### src/rtl/ahb_cpu_dma_arbiter.sv
// Two-master AHB-Lite arbiter/mux sharing one slave between CPU (M0) and DMA (M1).
// Round-robin grants, burst locking, INCR length cap, split address/data owners.
module ahb_cpu_dma_arbiter #(
    parameter int MAX_BEATS = 16
) (
    input  logic        HCLK,
    input  logic        HRESET,

    input  logic        M0_HBUSREQ,
    input  logic [31:0] M0_HADDR,
    input  logic [31:0] M0_HWDATA,
    input  logic        M0_HWRITE,
    input  logic [2:0]  M0_HBURST,
    input  logic [2:0]  M0_HSIZE,
    input  logic [1:0]  M0_HTRANS,
    output logic        M0_HGRANT,
    output logic        M0_HREADY,
    output logic        M0_HRESP,

    input  logic        M1_HBUSREQ,
    input  logic [31:0] M1_HADDR,
    input  logic [31:0] M1_HWDATA,
    input  logic        M1_HWRITE,
    input  logic [2:0]  M1_HBURST,
    input  logic [2:0]  M1_HSIZE,
    input  logic [1:0]  M1_HTRANS,
    output logic        M1_HGRANT,
    output logic        M1_HREADY,
    output logic        M1_HRESP,

    output logic [31:0] HADDR,
    output logic        HWRITE,
    output logic [2:0]  HBURST,
    output logic [2:0]  HSIZE,
    output logic [1:0]  HTRANS,
    output logic [31:0] HWDATA,
    input  logic        HREADY,
    input  logic        HRESP,
    output logic        HMASTER
);

    localparam int CW = $clog2(MAX_BEATS + 1);

    localparam logic [1:0] T_IDLE   = 2'b00;
    localparam logic [1:0] T_BUSY   = 2'b01;
    localparam logic [1:0] T_NONSEQ = 2'b10;
    localparam logic [1:0] T_SEQ    = 2'b11;

    localparam logic [2:0] B_SINGLE = 3'd0;
    localparam logic [2:0] B_INCR   = 3'd1;

    localparam logic [CW-1:0] CNT_MAX = CW'(MAX_BEATS);
    localparam logic [CW:0]   CAP_LIM = (CW + 1)'(MAX_BEATS);

    typedef enum logic {
        OWN_CPU = 1'b0,
        OWN_DMA = 1'b1
    } owner_e;

    owner_e        addr_own;
    owner_e        addr_own_nxt;
    owner_e        data_own;
    logic          data_valid;
    logic          last_err;
    logic [CW-1:0] beat_cnt;
    logic [CW-1:0] beat_nxt;

    logic          own_req;
    logic          oth_req;
    logic [1:0]    own_trans;
    logic [2:0]    own_burst;
    logic          own_xfer;
    logic          cap_hit;
    logic          preempt;
    logic          arb_pt;
    logic          handover;
    logic          restart;
    logic [CW:0]   beat_inc;

    // Address/control from the address owner, write data from the data owner
    always_comb begin
        if (addr_own == OWN_DMA) begin
            HADDR     = M1_HADDR;
            HWRITE    = M1_HWRITE;
            HBURST    = M1_HBURST;
            HSIZE     = M1_HSIZE;
            HTRANS    = M1_HTRANS;
            own_req   = M1_HBUSREQ;
            oth_req   = M0_HBUSREQ;
        end else begin
            HADDR     = M0_HADDR;
            HWRITE    = M0_HWRITE;
            HBURST    = M0_HBURST;
            HSIZE     = M0_HSIZE;
            HTRANS    = M0_HTRANS;
            own_req   = M0_HBUSREQ;
            oth_req   = M1_HBUSREQ;
        end
    end

    assign HWDATA    = (data_own == OWN_DMA) ? M1_HWDATA : M0_HWDATA;
    assign own_trans = HTRANS;
    assign own_burst = HBURST;

    assign HMASTER   = addr_own;
    assign M0_HGRANT = (addr_own == OWN_CPU);
    assign M1_HGRANT = (addr_own == OWN_DMA);
    assign M0_HREADY = HREADY;
    assign M1_HREADY = HREADY;
    assign M0_HRESP  = HRESP & data_valid & (data_own == OWN_CPU);
    assign M1_HRESP  = HRESP & data_valid & (data_own == OWN_DMA);

    // Fairness cap: the beat now on the bus would reach MAX_BEATS
    assign beat_inc = {1'b0, beat_cnt} + (CW + 1)'(1);
    assign own_xfer = (own_trans == T_NONSEQ) || (own_trans == T_SEQ);
    assign cap_hit  = (beat_inc >= CAP_LIM);
    assign preempt  = own_xfer && (own_burst == B_INCR) && cap_hit && oth_req;

    assign arb_pt = HREADY && (
                        (own_trans == T_IDLE) ||
                        ((own_trans == T_NONSEQ) && (own_burst == B_SINGLE)) ||
                        !own_req ||
                        preempt ||
                        last_err);

    always_comb begin
        addr_own_nxt = addr_own;
        handover     = 1'b0;
        if (arb_pt && oth_req) begin
            addr_own_nxt = owner_e'(~addr_own);
            handover     = 1'b1;
        end
    end

    assign restart = handover || (own_trans == T_IDLE);

    always_comb begin
        beat_nxt = beat_cnt;
        unique case (1'b1)
            restart:
                beat_nxt = '0;
            !restart && (own_trans == T_NONSEQ):
                beat_nxt = CW'(1);
            !restart && (own_trans == T_SEQ):
                beat_nxt = (beat_cnt == CNT_MAX) ? beat_cnt : beat_inc[CW-1:0];
            default:
                beat_nxt = beat_cnt;
        endcase
    end

    // Wait states freeze everything, including the pending arbitration
    always_ff @(posedge HCLK or posedge HRESET) begin
        if (HRESET) begin
            addr_own   <= OWN_CPU;
            data_own   <= OWN_CPU;
            data_valid <= 1'b0;
            last_err   <= 1'b0;
            beat_cnt   <= '0;
        end else if (HREADY) begin
            addr_own   <= addr_own_nxt;
            data_own   <= addr_own;
            data_valid <= own_xfer;
            last_err   <= HRESP & data_valid;
            beat_cnt   <= beat_nxt;
        end
    end

    logic unused_busy;
    assign unused_busy = (T_BUSY == 2'b01);

endmodule

### config.mk
export PLATFORM = sky130hd
export DESIGN_NAME = ahb_cpu_dma_arbiter
export DESIGN_NICKNAME = d
export VERILOG_FILES = /design/src/rtl/ahb_cpu_dma_arbiter.sv
export SDC_FILE = /design/constraint.sdc
export NUM_CORES = 1
export LEC_CHECK = 0
export BUFFER_PORTS_ARGS = -buffer_cell sky130_fd_sc_hd__buf_2
export CORE_AREA = 2 2 91 93
export DETAILED_ROUTE_END_ITERATION = 12
export DIE_AREA = 0 0 93 95
export HOLD_SLACK_MARGIN = 0.05
export PLACE_DENSITY = 0.68
export SLEW_MARGIN = 20
export SYNTH_ARGS = -nofsm -noshare
export SYNTH_HDL_FRONTEND = slang
export SYNTH_SLANG_ARGS = --single-unit
export TNS_END_PERCENT = 5
### constraint.sdc
create_clock -name HCLK -period 3.3 [get_ports HCLK]
set_input_delay 0.165 -clock HCLK [delete_from_list [all_inputs] [get_ports HCLK]]
set_output_delay 0.165 -clock HCLK [all_outputs]
set_load 0.01 [all_outputs]
==> results of run 1 <==
## registers in the layout, summed over array words and instances (netlist names)
| name | cells |
|---|---|
| beat_cnt | 5 |
| last_err | 1 |
| data_own | 1 |
| HMASTER | 1 |
| data_valid | 1 |
## layout by cell type (no fill, tap or decap), types with 2 or more instances in the layout
master	netlist	final
nor4_1	2	2
nand3_1	3	3
buf_4	3	2
nor3b_1	2	2
inv_1	7	7
ha_1	2	2
nand2_1	5	5
mux2i_1	3	3
clkbuf_8	0	3
dfrtp_1	9	8
and3_1	2	2
mux2_2	72	72
buf_2	6	231
a22oi_1	3	3
a21oi_1	3	3
o21ai_0	6	6
nor2_1	9	9
## critical path: cells and delay by family, from the launching register on
kind / cells / cell delay (ns)
compound gates: 2 / 0.51
flops: 1 / 0.50
buf+inv: 1 / 0.45
mux: 1 / 0.23
xor+xnor: 1 / 0.18
## power by group through the flow
| stage | combinational [mW] | sequential (mW) | clock, mW |
|---|---|---|---|
| global placement | 1.24 | 0.180 | 0 |
| detailed placement | 1.26 | 0.184 | 0 |
| global route | 1.36 | 0.188 | 0.132 |
| finish | 1.26 | 0.181 | 0.123 |
| CTS | 1.27 | 0.181 | 0.128 |
| floorplan | 0.862 | 0.164 | 0 |
## synthesized netlist by cell type, types with 2 or more instances
cell type	n	area [µm²]
nand2_1	5	18.8
inv_1	7	26.3
mux2_2	72	811
buf_4	3	22.5
dfrtp_1	9	225
o21ai_0	6	30.0
clkbuf_1	2	7.51
buf_2	6	30.0
nand3_1	3	15.0
nor2_1	9	33.8
nor4_1	2	12.5
a21oi_1	3	15.0
nor3b_1	2	15.0
a22oi_1	3	22.5
and3_1	2	12.5
ha_1	2	25.0
mux2i_1	3	30.0
## path summary, 6_finish.rpt
kind                           from    endpoint  slack (ns)  depth (start not counted)
max in group asynchronous    HRESET     HMASTER        2.58                          3
min reg2reg                last_err    last_err        0.50                          2
max reg2reg                 HMASTER     HMASTER        1.34                          5
max                         HMASTER     HMASTER        1.34                          5
min in group asynchronous    HRESET  data_valid        0.44                          3
min                           HRESP    last_err        0.25                          3
## logic make-up (layout without fill, tap and decap cells)
kind of cell    Yosys count  count (layout)
xor+xnor                  1               1
simple gates             27              27
compound gates           18              18
other cells               0               1
fa+ha+maj                 2               2
flops                     9               9
mux                      76              76
buf+inv                  20             245
## final cells by class
class	instances	area [µm²]
Antenna cell	1	2.50
Clock buffer	4	45.0
Fill cell	830	5170
Inverter	7	26.3
Multi-Input combinational cell	124	1150
Sequential cell	9	226
Tap cell	105	131
Timing Repair Buffer	234	1180
## stage by stage
step / hold slack (ns) / total power, mW
3_5_place_dp: 0.147 / 1.45
3_3_place_gp: 0.133 / 1.42
2_1_floorplan: -0.00708 / 1.03
5_1_grt: 0.303 / 1.68
4_1_cts: 0.250 / 1.58
6_report: 0.251 / 1.56
## metal layers
metal / vias up / global-route usage, % / wire [µm]
met3: 0 / 2.63 / 621
met5: - / 0 / 0
li1: 1020 / - / -
met4: 0 / 0.735 / 0
met2: 118 / 22.9 / 3430
met1: 908 / 14.3 / 2430
==> run summary, run 1 <==
Placed Cells - 478
Slowest stage cell, crit path - dfrtp_2
TritonCTS clock tree - built
Non-Filler Instances - 484
Net Switching - 674 µW
WP data arrival - 2.10 ns
RSZ-0062 raised after global routing - false
Vias in the first global route - 1788
Routed WL per cell - 13.4 µm
Clock Latency Late Sink - 0.23 ns
Post-synthesis compound-gate area fraction - 8.40%
Core Footprint - 7930 µm²
Mean post-synth cell area - 9.64 µm²
DIE WIDTH - 93 µm
Root buffer cell - clkbuf_8
Via count - 2046
Worst-Margin Slew - 0.601 ns
Hold Crit Class - in2reg
Max Clock Freq - 0.511 GHz
Global-route wire length before repair - 8460 µm
Starting Density - 18.6%
Combinational Power Share - 80.5%
FF+latch count, synth - 9
CTS clk-pin slew, worst paths - 0.04 ns
Antenna Nets Post-Route - 0
Cell area after layout - 2760 µm²
Post-synthesis async set-or-reset flop share - 100%
Pleak - 1.49 nW
Critical Path Sink Type - flip-flop
Final worst path period need - 1.96 ns
Clock power frac - 7.9%
Cts repair resizes - 0
Cell variety after synth - 31
Post-Place Cell Area - 2700 µm²
Max cap viols - 0
Initial antenna violation count - 1
Core Rows - 33
Synth Warn # - 0
WL final - 6480 µm
Net Count, Synth - 307
Int Power - 887 µW
Worst slew margin - 59.4%
1st-iter DRT viols - 30
Post-synthesis mux area share - 57.9%
Number of I/O port buffers - 231
Worst EP required - 3.44 ns
GRT Overall Usage - 12.0%
Final period utilization - 59.3%
Main synth FF type - dfrtp_1
Die H - 95 µm
Setup ws final - 1.34 ns
Slew Viols, Final - 0
Cells after Synth - 153
Final RePlAce weighted congestion - 0.784
Flop pwr share - 11.6%
CP max stage delay - 0.50 ns
Nets - 533
Fraction of layout cells with a size suffix above 1 - 82.3%
Switching power share of the total - 43.2%
Post-Synth Adder-Cell Area - 1.70%
Xor and xnor area share after synthesis - 0.594%
Final Setup Violations - 0
Dpl ws - 1.31 ns
Worst clock skew - 0.00179 ns
Final-report hold violation count - 0
Grt total ovfl - 0
CTS buffer count - 3
Total I/O pin count - 232
Post-CTS setup buffers - 0
Power per cell area - 565 nW/µm²
CP Launch Type - flip-flop
Synth-to-layout area growth - 87.2%
Post-Synth Simple-Gate Area - 9.25%
Post-DP HPWL - 5690 µm
Critical path peak fanout - 38
Drt drc - 0
Run status - finished, final reports clean
Seq/Total Area, Yosys - 15.3%
Hold Buf Count CTS - 1
Largest net degree at the start of global routing - 39
Die area - 8840 µm²
Worst setup path category - reg2reg
DRT Pass-1 Iters - 4
Fin Setup TNS - 0 ns
Sink Count - 9
Clk buf depth - 2
Crit-path cells - buf_4 > mux2i_1 > a311oi_1 > o31ai_2 > xnor2_1
H-tree depth - 1
VDD IR max - 315 µV
Largest family of logic cells by synthesized area - multiplexers
Synthesized area - 1480 µm²
Post-synth EDFFs - 0
Vias/cell - 4.23
Finished Core Util - 34.8%
No activity file was read; power rests on OpenSTA's default activity.
==> inputs of run 2 (changes only) <==
--- a/config.mk
+++ b/config.mk
@@ -5,12 +5,13 @@
 export SDC_FILE = /design/constraint.sdc
 export NUM_CORES = 1
 export LEC_CHECK = 0
+export ABC_AREA = 1
 export BUFFER_PORTS_ARGS = -buffer_cell sky130_fd_sc_hd__buf_2
-export CORE_AREA = 2 2 91 93
+export CORE_AREA = 2 2 90 92
 export DETAILED_ROUTE_END_ITERATION = 12
-export DIE_AREA = 0 0 93 95
+export DIE_AREA = 0 0 92 94
 export HOLD_SLACK_MARGIN = 0.05
-export PLACE_DENSITY = 0.68
+export PLACE_DENSITY = 0.71
 export SLEW_MARGIN = 20
 export SYNTH_ARGS = -nofsm -noshare
 export SYNTH_HDL_FRONTEND = slang
==> constraint.sdc (replaced) <==
create_clock -name HCLK -period 2.05 [get_ports HCLK]
set_input_delay 0.1025 -clock HCLK [delete_from_list [all_inputs] [get_ports HCLK]]
set_output_delay 0.1025 -clock HCLK [all_outputs]
set_load 0.01 [all_outputs]
==> run 2 against run 1 <==
Compared with the run above:
- power up 78%
- cell area up 3.1%
- sequential power grew 54%
- maximum frequency increased by 9.9%
- register-to-register slack worse by 1.1 ns
- area after synthesis increased by 7.2%
- clock skew barely moved
- sequential share of layout area shrank 0.29 points
- routed wire length grew 4.3%
- synthesized cell count grew 120%
- combinational power is 82% higher
- first-iteration DRC count up 130%
- critical path type unchanged
- largest cell class unchanged
- largest power group unchanged
==> run summary, run 2 <==
Run status - finished, final reports clean
Setup ws final - 0.269 ns
Core Footprint - 7610 µm²
Pleak - 1.99 nW
Worst EP required - 2.16 ns
Vias in the first global route - 2590
Sink Count - 9
GRT Overall Usage - 14.4%
Vias/cell - 4.25
Post-Place Cell Area - 2790 µm²
Worst flop-to-flop path endpoint - HMASTER
Net Count, Synth - 487
Flop pwr share - 10.0%
Die H - 94 µm
Root buffer cell - clkbuf_8
Critical path launch point - HMASTER
Post-synthesis async set-or-reset flop share - 100%
Top cells by area, synth - nand2_1 (56%), dfrtp_1 (14%), inv_1 (4.7%)
Fin Setup TNS - 0 ns
Leading cell types in the layout, fill and taps excluded - nand2_1 (234), buf_2 (231), inv_1 (20)
Worst setup path category - reg2reg
R2r setup slk - 0.27 ns
Reg2reg start - HMASTER
Via count - 2781
Clock Latency Late Sink - 0.24 ns
Antenna Nets Post-Route - 0
Net Switching - 1.58 mW
Largest register by flop count - beat_cnt
Main synth FF type - dfrtp_1
Mean post-synth cell area - 4.75 µm²
Top cells by count, synth - nand2_1 (234), inv_1 (20), nor2_1 (11), dfrtp_1 (9)
Die area - 8650 µm²
Worst Setup EP - HMASTER
TritonCTS clock tree - built
Count leader, synth - nand2_1
Multi-input gate area - 1170 µm²
Cell variety after synth - 25
Final RePlAce weighted congestion - 0.853
Finished Core Util - 37.4%
Final-report hold violation count - 0
Worst-Margin Slew - 0.518 ns
RSZ-0062 raised after global routing - false
Worst clock skew - 0.00173 ns
Largest net degree at the start of global routing - 45
Ant diodes - 0
Fraction of layout cells with a size suffix above 1 - 45.7%
Largest register FFs - 5
Grt total ovfl - 0
Slew Viols, Final - 0
Number of I/O port buffers - 231
VDD IR max - 466 µV
Clk buf depth - 2
Final Setup Violations - 0
Global-route wire length before repair - 10500 µm
CTS buffer count - 3
FF+latch count, synth - 9
DRT Pass-1 Iters - 4
Final period utilization - 86.9%
1st-iter DRT viols - 70
WL final - 6760 µm
Switching power share of the total - 56.8%
Combinational Power Share - 82.1%
WP data arrival - 1.90 ns
Leading area contributor after synthesis - nand2_1
Final worst path period need - 1.78 ns
Post-synth EDFFs - 0
CTS clk-pin slew, worst paths - 0.05 ns
CP Launch Type - flip-flop
DIE WIDTH - 92 µm
Dpl ws - 0.275 ns
Clock power frac - 7.9%
Synth-to-layout area growth - 80.0%
Synth Warn # - 0
Cell area after layout - 2850 µm²
Non-Filler Instances - 654
Cells after Synth - 333
Power per cell area - 978 nW/µm²
Post-DP HPWL - 5700 µm
Reg2reg path depth - 9
Starting Density - 20.8%
Synthesized area - 1580 µm²
Max Clock Freq - 0.561 GHz
Nets - 707
Core Rows - 32
Critical Path Sink Type - flip-flop
Hold Crit Class - in2reg
Int Power - 1.20 mW
Max cap viols - 0
Seq/Total Area, Yosys - 14.2%
Most common cell after layout, fill and taps aside - nand2_1
Post-synth top area share - 55.5%
Total I/O pin count - 232
Sequential cell area - 225 µm²
Fillers - 870
Placed Cells - 649
Post-CTS setup buffers - 0
Routed WL per cell - 10.3 µm
H-tree depth - 1
Critical path peak fanout - 44
Worst slew margin - 65.4%
Initial antenna violation count - 0
Drt drc - 0
[run 2: final cells by class]
cell class              instances  area share [%]
multi-input cells             281            41.1
well taps                     102            4.48
flip-flops and latches          9            7.91
inverters                      24            3.47
clock buffers                   4            1.58
repair buffers                234            41.5
[run 2: power groups by stage]
stage	registers, mW	clock network, mW	logic (mW)
2_1_floorplan	0.248	0	1.47
3_3_place_gp	0.276	0	2.25
3_5_place_dp	0.277	0	2.29
4_1_cts	0.275	0.226	2.30
5_1_grt	0.287	0.234	2.56
6_report	0.278	0.221	2.29
[run 2: what timing repair did]
item                                    CTS  global route
endpoints found under the setup margin    0             1
hold buffers                              1             0
hold endpoints to repair                  9             0
resized for setup                         0             1
[run 2: through the flow]
stage	hold slack (ns)	power (mW)
final	0.190	2.78
after global routing	0.202	3.08
after CTS	0.205	2.80
after detailed placement	0.0912	2.57
after global placement	0.0861	2.52
after floorplan	-0.0696	1.72
[run 2: layer usage]
layer,GRT usage [%],vias to the layer above,wire length (µm)
met5,0,-,0
met4,4.73,0,121
met3,2.33,13,451
met2,27.7,125,3640
met1,16.0,1219,2550
li1,-,1424,-
[run 2: critical path: stages, from the launching register on]
cell and delay [ns]:
dfrtp_1 0.52, inv_6 0.31, nand2_1 0.12, nand2_2 0.11
nand3_1 0.08, nor2_1 0.13, nor2_2 0.05, nand2_2 0.07
nand2_4 0.09, xor2_1 0.16
[run 2: how the worst min path moves through the flow]
stage,start,to,cells past startpoint
after floorplan,HRESET,HMASTER,1
after global placement,HRESET,beat_cnt[2],2
after detailed placement,HRESET,beat_cnt[2],2
after CTS,HREADY,data_own,2
after global routing,HREADY,data_own,2
final,HREADY,data_own,2
[run 2: kinds of logic after synthesis]
group,Yosys count,synth area share [%]
xor+xnor,3,1.66
compound gates,9,3.48
fa+ha+maj,2,1.58
simple gates,267,67.2
flops,9,14.2
buf+inv,43,11.9
